**config.mk**
```make
export PLATFORM = sky130hd
export DESIGN_NAME = cache_line_fill_ctrl_flat
export DESIGN_NICKNAME = d
export VERILOG_FILES = /design/src/rtl/cache_line_fill_ctrl_if.sv /design/src/rtl/cache_line_fill_ctrl.sv /design/src/flat_wrapper.sv
export SDC_FILE = /design/constraint.sdc
export NUM_CORES = 1
export LEC_CHECK = 0
export CAP_MARGIN = 20
export CORE_ASPECT_RATIO = 0.5
export CORE_UTILIZATION = 45
export CTS_CLUSTER_DIAMETER = 30
export DETAILED_ROUTE_END_ITERATION = 8
export GPL_TIMING_DRIVEN = 0
export PLACE_DENSITY = 0.8
export SLEW_MARGIN = 0
export SYNTH_ARGS = -nofsm -noshare
export SYNTH_HDL_FRONTEND = slang
export SYNTH_SLANG_ARGS = --single-unit
```
**constraint.sdc**
```tcl
create_clock -name clk -period 5.4 [get_ports clk]
set_input_delay 1.35 -clock clk [delete_from_list [all_inputs] [get_ports clk]]
set_output_delay 1.35 -clock clk [all_outputs]
set_load 0.02 [all_outputs]
```
**src/rtl/cache_line_fill_ctrl_if.sv**
```systemverilog
// Fill-controller bus bundle: fetch handshake, dirty/valid-bit array strobes,
// external byte-read channel and cache RAM write port.
interface cache_line_fill_ctrl_if #(
  parameter int unsigned LINES      = 64,
  parameter int unsigned LINE_BYTES = 8,
  parameter int unsigned ADDR_W     = 16
);
  localparam int unsigned OFF_W = $clog2(LINES * LINE_BYTES);

  logic              fetch_req;
  logic [OFF_W-1:0]  fetch_addr;
  logic [ADDR_W-1:0] line_base;
  logic              cache_flush;
  logic [LINES-1:0]  dirty_bits;
  logic              line_set;
  logic [LINES-1:0]  line_sel;
  logic              line_clr;
  logic              mem_rd_req;
  logic [ADDR_W-1:0] mem_addr;
  logic              mem_ack;
  logic [7:0]        mem_rdata;
  logic              cache_we;
  logic [OFF_W-1:0]  cache_waddr;
  logic [7:0]        cache_wdata;
  logic              fill_busy;
  logic              fetch_done;

  // Controller side
  modport master (
    input  fetch_req, fetch_addr, line_base, cache_flush, dirty_bits,
           mem_ack, mem_rdata,
    output line_set, line_sel, line_clr, mem_rd_req, mem_addr,
           cache_we, cache_waddr, cache_wdata, fill_busy, fetch_done
  );

  // Requester / memory / bit-array side
  modport slave (
    output fetch_req, fetch_addr, line_base, cache_flush, dirty_bits,
           mem_ack, mem_rdata,
    input  line_set, line_sel, line_clr, mem_rd_req, mem_addr,
           cache_we, cache_waddr, cache_wdata, fill_busy, fetch_done
  );
endinterface

```
**src/rtl/cache_line_fill_ctrl.sv**
```systemverilog
// Code-cache line fill sequencer: on a miss reads the 8 bytes of a line from
// external memory into cache RAM, then marks the line valid in the bit array.
module cache_line_fill_ctrl #(
  parameter int unsigned LINES      = 64,
  parameter int unsigned LINE_BYTES = 8,
  parameter int unsigned ADDR_W     = 16
) (
  input logic                   clk,
  input logic                   clr_n,
  cache_line_fill_ctrl_if.master bus
);
  localparam int unsigned LINE_W = $clog2(LINES);
  localparam int unsigned BYTE_W = $clog2(LINE_BYTES);
  localparam int unsigned OFF_W  = LINE_W + BYTE_W;

  typedef enum logic [2:0] {
    IDLE   = 3'd0,
    CHECK  = 3'd1,
    REQ    = 3'd2,
    WRITE  = 3'd3,
    COMMIT = 3'd4,
    DONE   = 3'd5
  } state_t;

  state_t            state_q, state_d;
  logic [LINE_W-1:0] line_q, line_d;
  logic [BYTE_W-1:0] byte_q, byte_d;
  logic [ADDR_W-1:0] base_q, base_d;
  logic [7:0]        data_q, data_d;

  logic              mem_rd_req_q, mem_rd_req_d;
  logic [ADDR_W-1:0] mem_addr_q, mem_addr_d;
  logic              cache_we_q, cache_we_d;
  logic [OFF_W-1:0]  cache_waddr_q, cache_waddr_d;
  logic [7:0]        cache_wdata_q, cache_wdata_d;
  logic              line_set_q, line_set_d;
  logic [LINES-1:0]  line_sel_q, line_sel_d;
  logic              line_clr_q, line_clr_d;
  logic              fetch_done_q, fetch_done_d;
  logic              fill_busy_q, fill_busy_d;

  // State and registered outputs
  always_ff @(posedge clk or negedge clr_n) begin
    if (!clr_n) begin
      state_q       <= IDLE;
      line_q        <= '0;
      byte_q        <= '0;
      base_q        <= '0;
      data_q        <= '0;
      mem_rd_req_q  <= 1'b0;
      mem_addr_q    <= '0;
      cache_we_q    <= 1'b0;
      cache_waddr_q <= '0;
      cache_wdata_q <= '0;
      line_set_q    <= 1'b0;
      line_sel_q    <= '0;
      line_clr_q    <= 1'b0;
      fetch_done_q  <= 1'b0;
      fill_busy_q   <= 1'b0;
    end else begin
      state_q       <= state_d;
      line_q        <= line_d;
      byte_q        <= byte_d;
      base_q        <= base_d;
      data_q        <= data_d;
      mem_rd_req_q  <= mem_rd_req_d;
      mem_addr_q    <= mem_addr_d;
      cache_we_q    <= cache_we_d;
      cache_waddr_q <= cache_waddr_d;
      cache_wdata_q <= cache_wdata_d;
      line_set_q    <= line_set_d;
      line_sel_q    <= line_sel_d;
      line_clr_q    <= line_clr_d;
      fetch_done_q  <= fetch_done_d;
      fill_busy_q   <= fill_busy_d;
    end
  end

  // Next state, then outputs decoded from the next state so they register
  // in step with it
  always_comb begin
    state_d       = state_q;
    line_d        = line_q;
    byte_d        = byte_q;
    base_d        = base_q;
    data_d        = data_q;
    mem_rd_req_d  = 1'b0;
    mem_addr_d    = '0;
    cache_we_d    = 1'b0;
    cache_waddr_d = '0;
    cache_wdata_d = '0;
    line_set_d    = 1'b0;
    line_sel_d    = '0;
    line_clr_d    = bus.cache_flush;
    fetch_done_d  = 1'b0;
    fill_busy_d   = 1'b0;

    if (bus.cache_flush) begin
      // Abort anything in flight; a late mem_ack then lands in IDLE and is ignored
      state_d = IDLE;
    end else begin
      case (state_q)
        IDLE: begin
          if (bus.fetch_req) begin
            line_d  = bus.fetch_addr[OFF_W-1:BYTE_W];
            base_d  = bus.line_base;
            state_d = CHECK;
          end
        end
        CHECK: begin
          if (bus.dirty_bits[line_q]) begin
            state_d = DONE;
          end else begin
            byte_d  = '0;
            state_d = REQ;
          end
        end
        REQ: begin
          if (bus.mem_ack) begin
            data_d  = bus.mem_rdata;
            state_d = WRITE;
          end
        end
        WRITE: begin
          if (byte_q == BYTE_W'(LINE_BYTES - 1)) begin
            state_d = COMMIT;
          end else begin
            byte_d  = byte_q + BYTE_W'(1);
            state_d = REQ;
          end
        end
        COMMIT:  state_d = DONE;
        DONE:    state_d = IDLE;
        default: state_d = IDLE;
      endcase
    end

    fill_busy_d = (state_d != IDLE);
    case (state_d)
      REQ: begin
        mem_rd_req_d = 1'b1;
        mem_addr_d   = base_d + ADDR_W'({line_d, byte_d});
      end
      WRITE: begin
        cache_we_d    = 1'b1;
        cache_waddr_d = {line_d, byte_d};
        cache_wdata_d = data_d;
      end
      COMMIT: begin
        line_set_d = 1'b1;
        line_sel_d = LINES'(1) << line_d;
      end
      DONE:    fetch_done_d = 1'b1;
      default: ;
    endcase
  end

  // The bit array must also see a clear for the whole time reset is held
  assign bus.line_clr    = line_clr_q | ~clr_n;
  assign bus.line_set    = line_set_q;
  assign bus.line_sel    = line_sel_q;
  assign bus.mem_rd_req  = mem_rd_req_q;
  assign bus.mem_addr    = mem_addr_q;
  assign bus.cache_we    = cache_we_q;
  assign bus.cache_waddr = cache_waddr_q;
  assign bus.cache_wdata = cache_wdata_q;
  assign bus.fill_busy   = fill_busy_q;
  assign bus.fetch_done  = fetch_done_q;

endmodule
```
**src/flat_wrapper.sv**
```systemverilog
// flat-port wrapper written by rule: the top's interface ports become plain ports
module cache_line_fill_ctrl_flat 
#(
  parameter int unsigned LINES      = 64,
  parameter int unsigned LINE_BYTES = 8,
  parameter int unsigned ADDR_W     = 16
)
  (clk, clr_n, bus_fetch_req, bus_fetch_addr, bus_line_base, bus_cache_flush, bus_dirty_bits, bus_mem_ack, bus_mem_rdata, bus_line_set, bus_line_sel, bus_line_clr, bus_mem_rd_req, bus_mem_addr, bus_cache_we, bus_cache_waddr, bus_cache_wdata, bus_fill_busy, bus_fetch_done);
  cache_line_fill_ctrl_if #(.LINES(LINES), .LINE_BYTES(LINE_BYTES), .ADDR_W(ADDR_W)) bus_i ();
  input logic clk;
  input logic clr_n;
  input wire logic [$bits(bus_i.fetch_req)-1:0] bus_fetch_req;
  input wire logic [$bits(bus_i.fetch_addr)-1:0] bus_fetch_addr;
  input wire logic [$bits(bus_i.line_base)-1:0] bus_line_base;
  input wire logic [$bits(bus_i.cache_flush)-1:0] bus_cache_flush;
  input wire logic [$bits(bus_i.dirty_bits)-1:0] bus_dirty_bits;
  input wire logic [$bits(bus_i.mem_ack)-1:0] bus_mem_ack;
  input wire logic [$bits(bus_i.mem_rdata)-1:0] bus_mem_rdata;
  output wire logic [$bits(bus_i.line_set)-1:0] bus_line_set;
  output wire logic [$bits(bus_i.line_sel)-1:0] bus_line_sel;
  output wire logic [$bits(bus_i.line_clr)-1:0] bus_line_clr;
  output wire logic [$bits(bus_i.mem_rd_req)-1:0] bus_mem_rd_req;
  output wire logic [$bits(bus_i.mem_addr)-1:0] bus_mem_addr;
  output wire logic [$bits(bus_i.cache_we)-1:0] bus_cache_we;
  output wire logic [$bits(bus_i.cache_waddr)-1:0] bus_cache_waddr;
  output wire logic [$bits(bus_i.cache_wdata)-1:0] bus_cache_wdata;
  output wire logic [$bits(bus_i.fill_busy)-1:0] bus_fill_busy;
  output wire logic [$bits(bus_i.fetch_done)-1:0] bus_fetch_done;
  assign bus_i.fetch_req = bus_fetch_req;
  assign bus_i.fetch_addr = bus_fetch_addr;
  assign bus_i.line_base = bus_line_base;
  assign bus_i.cache_flush = bus_cache_flush;
  assign bus_i.dirty_bits = bus_dirty_bits;
  assign bus_i.mem_ack = bus_mem_ack;
  assign bus_i.mem_rdata = bus_mem_rdata;
  assign bus_line_set = bus_i.line_set;
  assign bus_line_sel = bus_i.line_sel;
  assign bus_line_clr = bus_i.line_clr;
  assign bus_mem_rd_req = bus_i.mem_rd_req;
  assign bus_mem_addr = bus_i.mem_addr;
  assign bus_cache_we = bus_i.cache_we;
  assign bus_cache_waddr = bus_i.cache_waddr;
  assign bus_cache_wdata = bus_i.cache_wdata;
  assign bus_fill_busy = bus_i.fill_busy;
  assign bus_fetch_done = bus_i.fetch_done;
  cache_line_fill_ctrl #(.LINES(LINES), .LINE_BYTES(LINE_BYTES), .ADDR_W(ADDR_W)) u_core (.clk(clk), .clr_n(clr_n), .bus(bus_i));
endmodule
```
# Yosys cells after proc, flatten, opt, wreduce, memory -nomap -nowiden
# Index checks and enable logic that the tools add are counted.
dict set report classes {
  reduce_logical 2
  order_cmp 1
  eq_ne 9
  n_bitwise 2
  addsub 2
  muxes 29
  shift 1
}
# op n
set ops {}
lappend ops {{16-bit two-way mux} 4}
lappend ops {{64-bit two-way mux} 1}
lappend ops {{1-bit by 6-bit left shift with 64-bit output, first input constant} 1}
lappend ops {{8-bit two-way mux} 4}
lappend ops {{3-bit two-way mux} 8}
lappend ops {{6-bit two-way mux} 3}
lappend ops {{16-bit by 9-bit adder with 16-bit output} 1}
lappend ops {{3-bit one-hot mux with 5 select lines} 1}
lappend ops {{3-bit by 2-bit equality test with 1-bit output, second input constant} 4}
lappend ops {{3-bit equality test, second input constant} 4}
lappend ops {{9-bit two-way mux} 1}
lappend ops {{6-bit by 7-bit less-than comparator with 1-bit output, second input constant} 1}
lappend ops {{1-bit binary-select mux with 6-bit select} 1}
lappend ops {{3-bit one-hot mux with 2 select lines} 1}
lappend ops {{1-bit two-way mux} 5}
lappend ops {{3-bit by 1-bit adder with 3-bit output, second input constant} 1}
lappend ops {{3-bit by 1-bit equality test with 1-bit output, second input constant} 1}
lappend ops {{3-bit zero test} 1}
lappend ops {{3-bit nonzero test} 1}
lappend ops {{1-bit NOT} 1}
lappend ops {{1-bit OR} 1}
dict set report totals {
  output_inout_bits 103
  elab_cells 61
  in_bits 102
  regBits 139
}

# Longest topological paths before layout
# Gate-level depths: netlist of run 1.
dict set report depth {
  word_depth 7
  mapped_depth 17
  mapped_depth_nobuf 14
}

# Worst setup path after synthesis of run 1
# OpenSTA, ideal clock, no wires.
dict set report synth_path {
  kind {in2reg}
  startpoint {input bus_dirty_bits[61]}
  endpoint {register u_core.mem_addr_q[12], in the netlist u_core.bus.mem_addr[12]}
  n_path_buf 0
  required_ns 5.299
  path_slack_ns 0.118
  t_arrival_ns 5.181
  setup_ns 0.101
  path_stages 14
  cell_sequence {mux4_2 -> mux2_2 -> and3_1 -> o311a_4 -> or3b_2 -> a22o_1 -> ha_1 -> fa_1 -> a211oi_1 -> o21ai_0 -> a211o_1 -> a31o_2 -> and4_1 -> nor4_1}
}
dict set report synth_via {
  elab_chain_cells 7
  word_cells_on_any_way 11
  cone_classes {1 x add/sub; 1 x eq/ne; 9 x mux}
}
# item line_no
set synth_lines {}
lappend synth_lines {{from (decl)} flat_wrapper.sv:16} ;# input wire logic [$bits(bus_i.dirty_bits)-1:0] bus_dirty_bits;
lappend synth_lines {{1-bit binary-select mux with 6-bit select} cache_line_fill_ctrl.sv:111} ;# if (bus.dirty_bits[line_q]) begin
lappend synth_lines {{1-bit two-way mux (not written as such)} cache_line_fill_ctrl.sv:111}
lappend synth_lines {{3-bit two-way mux} cache_line_fill_ctrl.sv:111}
lappend synth_lines {{3-bit one-hot mux with 2 select lines} cache_line_fill_ctrl.sv:102} ;# case (state_q)
lappend synth_lines {{3-bit two-way mux} cache_line_fill_ctrl.sv:98} ;# if (bus.cache_flush) begin
lappend synth_lines {{net u_core.byte_d[0]} cache_line_fill_ctrl.sv:27} ;# logic [BYTE_W-1:0] byte_q, byte_d;
lappend synth_lines {{16-bit by 9-bit adder with 16-bit output} cache_line_fill_ctrl.sv:142} ;# mem_addr_d = base_d + ADDR_W'({line_d, byte_d});
lappend synth_lines {{16-bit two-way mux} cache_line_fill_ctrl.sv:139} ;# case (state_d)
lappend synth_lines {{net u_core.mem_addr_d[12]} cache_line_fill_ctrl.sv:32} ;# logic [ADDR_W-1:0] mem_addr_q, mem_addr_d;
lappend synth_lines {{to (signal assigned)} cache_line_fill_ctrl.sv:67} ;# mem_addr_q <= mem_addr_d;
lappend synth_lines {{to (decl)} cache_line_fill_ctrl.sv:32}
# The timed path passes the listed nets, and every way through them passes these cells. The select of a mux whose other input is x is not followed.

# Worst setup path after layout of run 1
dict set report layout_path {
  startpoint {input bus_dirty_bits[5]}
  endpoint {register u_core.mem_addr_q[14], in the netlist u_core.bus.mem_addr[14]}
}
# The elaborated chain is that of the path after synthesis.

==> results of run 1 <==
==> sequential cells by signal, summed over array words and instances, names as in the netlist, 3 cells and up <==
name / flops
u_core.state_q: 3
u_core.line_q: 6
u_core.bus.cache_wdata: 8
u_core.bus.mem_addr: 16
u_core.byte_q: 3
u_core.base_q: 16
u_core.bus.line_sel: 64
u_core.bus.cache_waddr: 9
==> power by group through the flow <==
stage,clock (mW),sequential [mW],combinational (mW)
2_1_floorplan,0,1.24,1.23
3_3_place_gp,0,1.19,1.79
3_5_place_dp,0,1.19,1.83
4_1_cts,1.14,1.18,1.88
5_1_grt,1.19,1.19,2.11
6_report,1.13,1.18,1.94
==> what timing repair did <==
item | in CTS | in global routing
endpoints found under the setup margin | 3 | 4
gates resized for setup | 8 | 4
buffers inserted | 2 | 5
pin swaps | 9 | 7
==> layer usage <==
metal	global-route usage, %	share of wire [%]	vias to the layer above	wire length, µm
met2	41.9	49	173	7800
li1	-	-	2264	-
met3	5.29	5.4	18	862
met5	0	0	-	0
met1	33.3	45	2311	7200
met4	9.63	1.4	0	225
==> through the flow <==
stage	hold slack (ns)	worst slack, ns
finish	0.502	0.0675
floorplan	0.476	0.118
global route	0.521	-0.0268
CTS	0.504	0.0164
detailed placement	0.494	-0.653
global placement	0.484	-2.70
==> synthesized netlist by cell type (2+ instances only) <==
cell type / n / share of area (%)
nand2b_1: 4 / 0.43
buf_2: 13 / 1.1
a31oi_1: 2 / 0.22
a31o_2: 2 / 0.30
nor2b_1: 4 / 0.43
inv_1: 19 / 1.2
clkbuf_1: 17 / 1.1
nor3_1: 39 / 3.4
nor4_1: 37 / 4.0
a2111oi_2: 2 / 0.52
nand2_1: 22 / 1.4
and4_1: 2 / 0.30
mux2_2: 15 / 2.9
mux2i_1: 15 / 2.6
ha_1: 10 / 2.2
nor3_2: 10 / 1.7
nand3_1: 16 / 1.4
mux4_2: 10 / 3.9
o21ai_0: 9 / 0.78
o41ai_1: 2 / 0.30
nor3b_1: 5 / 0.65
and3_1: 3 / 0.32
nor2_1: 26 / 1.7
a21oi_1: 10 / 0.86
o21bai_1: 2 / 0.26
xnor2_1: 5 / 0.75
xor2_1: 3 / 0.45
a22oi_1: 4 / 0.52
and2_1: 20 / 2.2
a211oi_1: 4 / 0.52
dfrtp_1: 131 / 57
a41oi_1: 2 / 0.30
==> worst register-to-register path, stage by stage, from the launching register on <==
cell	delay [ns]
dfrtp_1	0.32
buf_2	0.19
buf_2	0.30
buf_2	0.30
mux4_2	0.33
a32oi_1	0.20
o41ai_1	0.13
o31a_1	0.34
or3b_2	0.51
a22o_1	0.26
ha_4	0.19
fa_2	0.35
a211oi_2	0.23
o21ai_1	0.10
a211o_1	0.31
a31o_4	0.27
and4b_1	0.19
nor4_2	0.23
==> cell type report <==
cell class	instances	area, µm²
plain buffers	32	144
clock buffers	17	425
clock inverters	15	160
fillers	868	3430
inverters	19	71.3
multi-input cells	312	2370
flip-flops and latches	131	3280
well taps	165	206
repair buffers	209	2110
==> cells by family after synthesis <==
group,after synthesis
simple gates,196
mux,40
flops,131
fa+ha+maj,11
compound gates,57
xor+xnor,8
buf+inv,51
==> path summary, 6_finish.rpt <==
check	start	to	slack [ns]	depth (start not counted)
min in group asynchronous	clr_n	u_core.bus.line_sel[12]	0.80	1
min reg2reg	u_core.base_q[5]	u_core.base_q[5]	0.50	1
min	u_core.base_q[5]	u_core.base_q[5]	0.50	1
max reg2reg	u_core.line_q[2]	u_core.bus.mem_addr[14]	0.57	17
max in group asynchronous	clr_n	u_core.bus.mem_rd_req	3.82	2
max	bus_dirty_bits[5]	u_core.bus.mem_addr[14]	0.07	15
==> flow_summary_export.csv, run 1 <==
group,metric,value,unit
clocking,numCtsBuffers,17,
cells_and_area,layout_commonest_cell,"clkdlybuf4s50_1",
critical_path,crit_family,"compound AO/OA/AOI/OAI gates",
power,p_sw_share,40.4,%
synthesis,synth.distinct_cells,61,
clocking,cts.clk_slew.worst_paths,0.06,ns
power,switchingPower,1.71,mW
detailed_routing,vias,4766,
synthesis,synth.avg_cell_area,11.7,µm²
synthesis,ys_seq_area_share,56.5,%
floorplanning,rows,28,
clocking,cts.sinks,131,
place,globalplace.congestion,0.856,
detailed_routing,drc,0,
run_status,status,"complete, no violations",
cells_and_area,nets,835,
global_route,antenna_found_initial,0,
place,portBuffers,201,
synthesis,ys_warn_count,0,
synthesis,synth_edf_count,0,
cells_and_area,layout_common_cells,"clkdlybuf4s50_1, dfrtp_1, nor3_1, nor4_1, nor2_1",
synthesis,syn_inst,494,
critical_path,crit_buf_inv,1,
cells_and_area,drive_gt1_share,14.7,%
synthesis,synth_compound_area_share,7.64,%
detailed_routing,wl,16100,µm
floorplanning,die_h,82.3,µm
global_route,grt_pass1_wl,25100,µm
detailed_routing,vias_per_cell,5.30,
clocking,clock_latency,0.41,ns
critical_path,path_class,"in2reg",
global_route,grt_overflow,0,
critical_path,path_max_fanout,6,
critical_path,max_stage_delay,0.51,ns
critical_path,cp-start-kind,"primary input",
critical_path,crit_chain,"clkdlybuf4s50_1, mux4_2, mux2i_1, nor3_1, o31a_1, or3b_2, a22o_1, ha_4, fa_2, a211oi_2, o21ai_1, a211o_1, a31o_4, and4b_1, nor4_2",
floorplanning,die_w,163,µm
timing,rsz0062_at_grt,"yes",
clocking,htree_levels,4,
power,cellPowerDensity,485,mW/mm²
synthesis,synthAdderAreaFrac,2.50,%
synthesis,ys_ff_latch,131,
power,vdd.ir_drop.worst,324,µV
critical_path,cp.arrival,5.64,ns
place,dpl-instance-area,0.00805,mm²
clocking,cts_hold_buffers,0,
global_route,grt_max_degree,103,
timing,tightest_slew,1.13,ns
clocking,tritoncts,"done",
detailed_routing,wl_per_cell,17.9,µm
flow_run,drv_cap,0,
critical_path,endpoint_kind,"flop",
global_route,track_usage,25.3,%
floorplanning,die-area,0.0134,mm²
synthesis,synth_ff_type,"dfrtp_1",
synthesis,syn_area,0.00580,mm²
critical_path,cp_slowest_cell,"or3b_2",
place,dp_hpwl,11800,µm
floorplanning,start_util,47.6,%
cells_and_area,instances_no_fill,900,
timing,tns,0,ns
synthesis,synth_top_family_by_area,"simple AND/OR/NAND/NOR gates",
power,p_leak,3.70,nW
synthesis,synthMuxAreaShare,9.38,%
synthesis,synth_xor_area_share,1.21,%
floorplanning,core_area,0.0122,mm²
timing,period_needed,5.33,ns
clocking,cts_buffer_depth,2,
critical_path,critical_path_required,5.71,ns
detailed_routing,initialDrtViolationCount,345,
cells_and_area,diodes,0,
floorplanning,ios,205,
synthesis,synth-simple-area-share,19.0,%
cells_and_area,syn_to_final_growth,51.0,%
clocking,cts-root-buf,"clkbuf_16",
timing,setup_viol,0,
timing,period_share,98.8,%
place,placed_cells,861,
power,p_total,4.25,mW
cells_and_area,postLayoutCoreUtil,71.8,%
synthesis,postSynth.asyncResetShare,100,%
power,intPower,2.53,mW
timing,finClkSkew,0.00883,ns
worst_hold_path,hold_class,"reg2reg",
timing,fmax,188,MHz
global_route,grt_pass1_vias,4804,
power,clkPwrFrac,26.6,%
cells_and_area,fin_area,0.00876,mm²
power,power.sequential.fraction,27.7,%
detailed_routing,detail_route.first_pass.iterations,5,
power,combPwrFrac,45.7,%
synthesis,syn_nets,607,
timing,hold_violations,0,
timing,slew_violations,0,
timing,maxSlewHeadroom,23.7,%
detailed_routing,antenna_left,0,
Note: power is estimated with default switching activity, not from simulation.
==> inputs of run 2 (changes only) <==
--- a/config.mk
+++ b/config.mk
@@ -11,7 +11,7 @@
 export CTS_CLUSTER_DIAMETER = 30
 export DETAILED_ROUTE_END_ITERATION = 8
 export GPL_TIMING_DRIVEN = 0
-export PLACE_DENSITY = 0.8
+export PLACE_DENSITY = 0.9
 export SLEW_MARGIN = 0
 export SYNTH_ARGS = -nofsm -noshare
 export SYNTH_HDL_FRONTEND = slang
==> flow_summary_export.csv, run 2 (same netlist as run 1, synthesis figures left out) <==
group,metric,value,unit
run_status,status,"complete, no violations",
global_route,use_met2,48.0,%
floorplanning,ios,205,
detailed_routing,detail_route.first_pass.iterations,6,
critical_path,r2r_cells,20,
critical_path,path_class,"in2reg",
detailed_routing,vias_per_cell,5.64,
clocking,cts_buffer_depth,2,
global_route,use_met3,6.29,%
global_route,top_usage_layer,"met2",
worst_hold_path,holdCritStartpoint,"u_core.base_q[4]",
clocking,cts-root-buf,"clkbuf_16",
cells_and_area,multiInputGateArea,0.00240,mm²
place,globalplace.congestion,0.879,
timing,maxSlewHeadroom,30.2,%
detailed_routing,antenna_left,0,
worst_hold_path,whs_path_depth,1,
critical_path,cp.arrival,5.67,ns
cells_and_area,layout_common_cells,"clkdlybuf4s50_1, dfrtp_1, nor3_1, nor4_1, nor2_1",
critical_path,r2r-start,"u_core.line_q[2]",
global_route,grt_max_degree,88,
critical_path,reg2reg_to,"u_core.bus.mem_addr[6]",
floorplanning,die_w,163,µm
clocking,numCtsBuffers,17,
timing,period_share,99.8,%
power,cellPowerDensity,504,mW/mm²
flow_run,drv_cap,0,
timing,hold_violations,0,
clocking,cts.clk_slew.worst_paths,0.06,ns
detailed_routing,vias,5112,
floorplanning,die_h,82.3,µm
floorplanning,start_util,47.6,%
global_route,grt_util_met1,32.4,%
timing,fmax,186,MHz
detailed_routing,wl,18200,µm
cells_and_area,nets,840,
cells_and_area,syn_to_final_growth,52.7,%
timing,fin_hold_ws,0.513,ns
floorplanning,die-area,0.0134,mm²
critical_path,path_max_fanout,5,
timing,slew_violations,0,
cells_and_area,drive_gt1_share,15.7,%
floorplanning,rows,28,
global_route,grt_pass1_vias,5226,
power,p_leak,3.75,nW
cells_and_area,largest_reg_flops,64,
critical_path,cp-start-kind,"primary input",
timing,finClkSkew,0.0112,ns
cells_and_area,register_area,0.00328,mm²
cells_and_area,fillCellCount,792,
timing,setup_viol,0,
cells_and_area,layout_commonest_cell,"clkdlybuf4s50_1",
detailed_routing,wl_per_cell,20.1,µm
global_route,grt_overflow,0,
place,dp_hpwl,12200,µm
global_route,antenna_found_initial,1,
critical_path,critical_path_required,5.69,ns
worst_hold_path,hold_class,"reg2reg",
power,vdd.ir_drop.worst,245,µV
clocking,tritoncts,"done",
global_route,grt_pass1_wl,27100,µm
timing,tightest_slew,1.03,ns
power,p_total,4.47,mW
critical_path,r2r_slack,0.54,ns
clocking,clock_latency,0.43,ns
worst_hold_path,min_to,"u_core.base_q[4]",
place,portBuffers,201,
timing,period_needed,5.39,ns
clocking,cts.sinks,131,
global_route,track_usage,27.4,%
clocking,htree_levels,4,
detailed_routing,drc,0,
floorplanning,core_area,0.0122,mm²
detailed_routing,initialDrtViolationCount,424,
critical_path,endpoint_kind,"flop",
-- run 2: changes by cell type in the layout (fill, tap and decap cells not counted), sizes merged --
| cell | previous run | this run |
|---|---|---|
| diode | 0 | 1 |
| clkbuf | 34 | 35 |
| clkinvlp | 1 | 0 |
| buf | 24 | 29 |
| clkinv | 3 | 5 |
| inv | 29 | 25 |
| bufinv | 1 | 3 |
-- run 2: worst max-delay path: stages --
cell and delay (ns):
clkdlybuf4s50_1 0.41, mux4_2 0.48, mux2_4 0.29, and3_4 0.19, o311a_4 0.35, or3b_4 0.39
o2bb2ai_1 0.22, ha_2 0.47, a211oi_4 0.09, buf_4 0.14, buf_4 0.12, buf_4 0.13
buf_4 0.12, buf_4 0.12, buf_4 0.12, nor2_1 0.16, o21ai_1 0.12, a2111oi_2 0.39
-- run 2: metrics by stage --
stage	worst slack (ns)	TNS [ns]	cells	cell area, µm²	utilization, %
4_1_cts	0.00504	0	902	8780	72.0
3_5_place_dp	-0.728	-2.90	861	8050	66.0
2_1_floorplan	0.118	0	494	5800	-
5_1_grt	-0.0331	-0.0482	905	8860	72.6
3_3_place_gp	-2.64	-244.55	860	8020	65.8
6_report	0.0135	0	906	8860	72.7
-- run 2: what timing repair did --
item | CTS | global route
endpoints found under the setup margin | 3 | 6
hold endpoints to repair | 0 | 0
buffers inserted | 9 | 3
hold buffers | 0 | 0
pin swaps | 10 | 6
gates cloned | 0 | 0
resized for setup | 9 | 9
-- run 2: routing by layer --
layer  wire length, µm  vias to the layer above
met1              7020                     2510
met2              9160                      267
met3              1380                       66
li1                  -                     2269
met4               630                        0
met5                 0                        -
-- run 2: layout make-up --
type	instances	share of cell area [%]
clock buffer	18	4.96
tap	165	2.33
buffer	32	1.62
inverter	19	0.805
sequential	131	37.0
timing repair buffer	214	24.1
clock inverter	14	2.16
antenna	1	0.0282
multi-input combinational	312	27.0
-- run 2: power breakdown --
| part | leakage (nW) | total [mW] | switching, mW | internal (mW) |
|---|---|---|---|---|
| Combinational | 1.67 | 2.06 | 1.27 | 0.789 |
| Clock | 0.310 | 1.22 | 0.465 | 0.753 |
| Sequential | 1.78 | 1.19 | 0.0648 | 1.12 |
-- run 2: how the worst max path moves through the flow --
stage,cells after the start,end,from,slack [ns]
2_1_floorplan,14,u_core.bus.mem_addr[12],bus_dirty_bits[61],0.12
3_3_place_gp,3,bus_line_clr,clr_n,-2.64
3_5_place_dp,15,u_core.bus.mem_addr[14],bus_dirty_bits[60],-0.73
4_1_cts,14,u_core.bus.mem_addr[14],bus_cache_flush,0.005
5_1_grt,18,u_core.bus.mem_addr[6],bus_dirty_bits[60],-0.03
6_report,18,u_core.bus.mem_addr[6],bus_dirty_bits[60],0.01
==> inputs of run 3 (changes only) <==
--- a/config.mk
+++ b/config.mk
@@ -10,6 +10,7 @@
 export CORE_UTILIZATION = 45
 export CTS_CLUSTER_DIAMETER = 30
 export DETAILED_ROUTE_END_ITERATION = 8
+export GPL_ROUTABILITY_DRIVEN = 0
 export GPL_TIMING_DRIVEN = 0
 export PLACE_DENSITY = 0.9
 export SLEW_MARGIN = 0
==> results of run 3 <==
The final DEF is identical to that of run 2; final timing and power are the same.
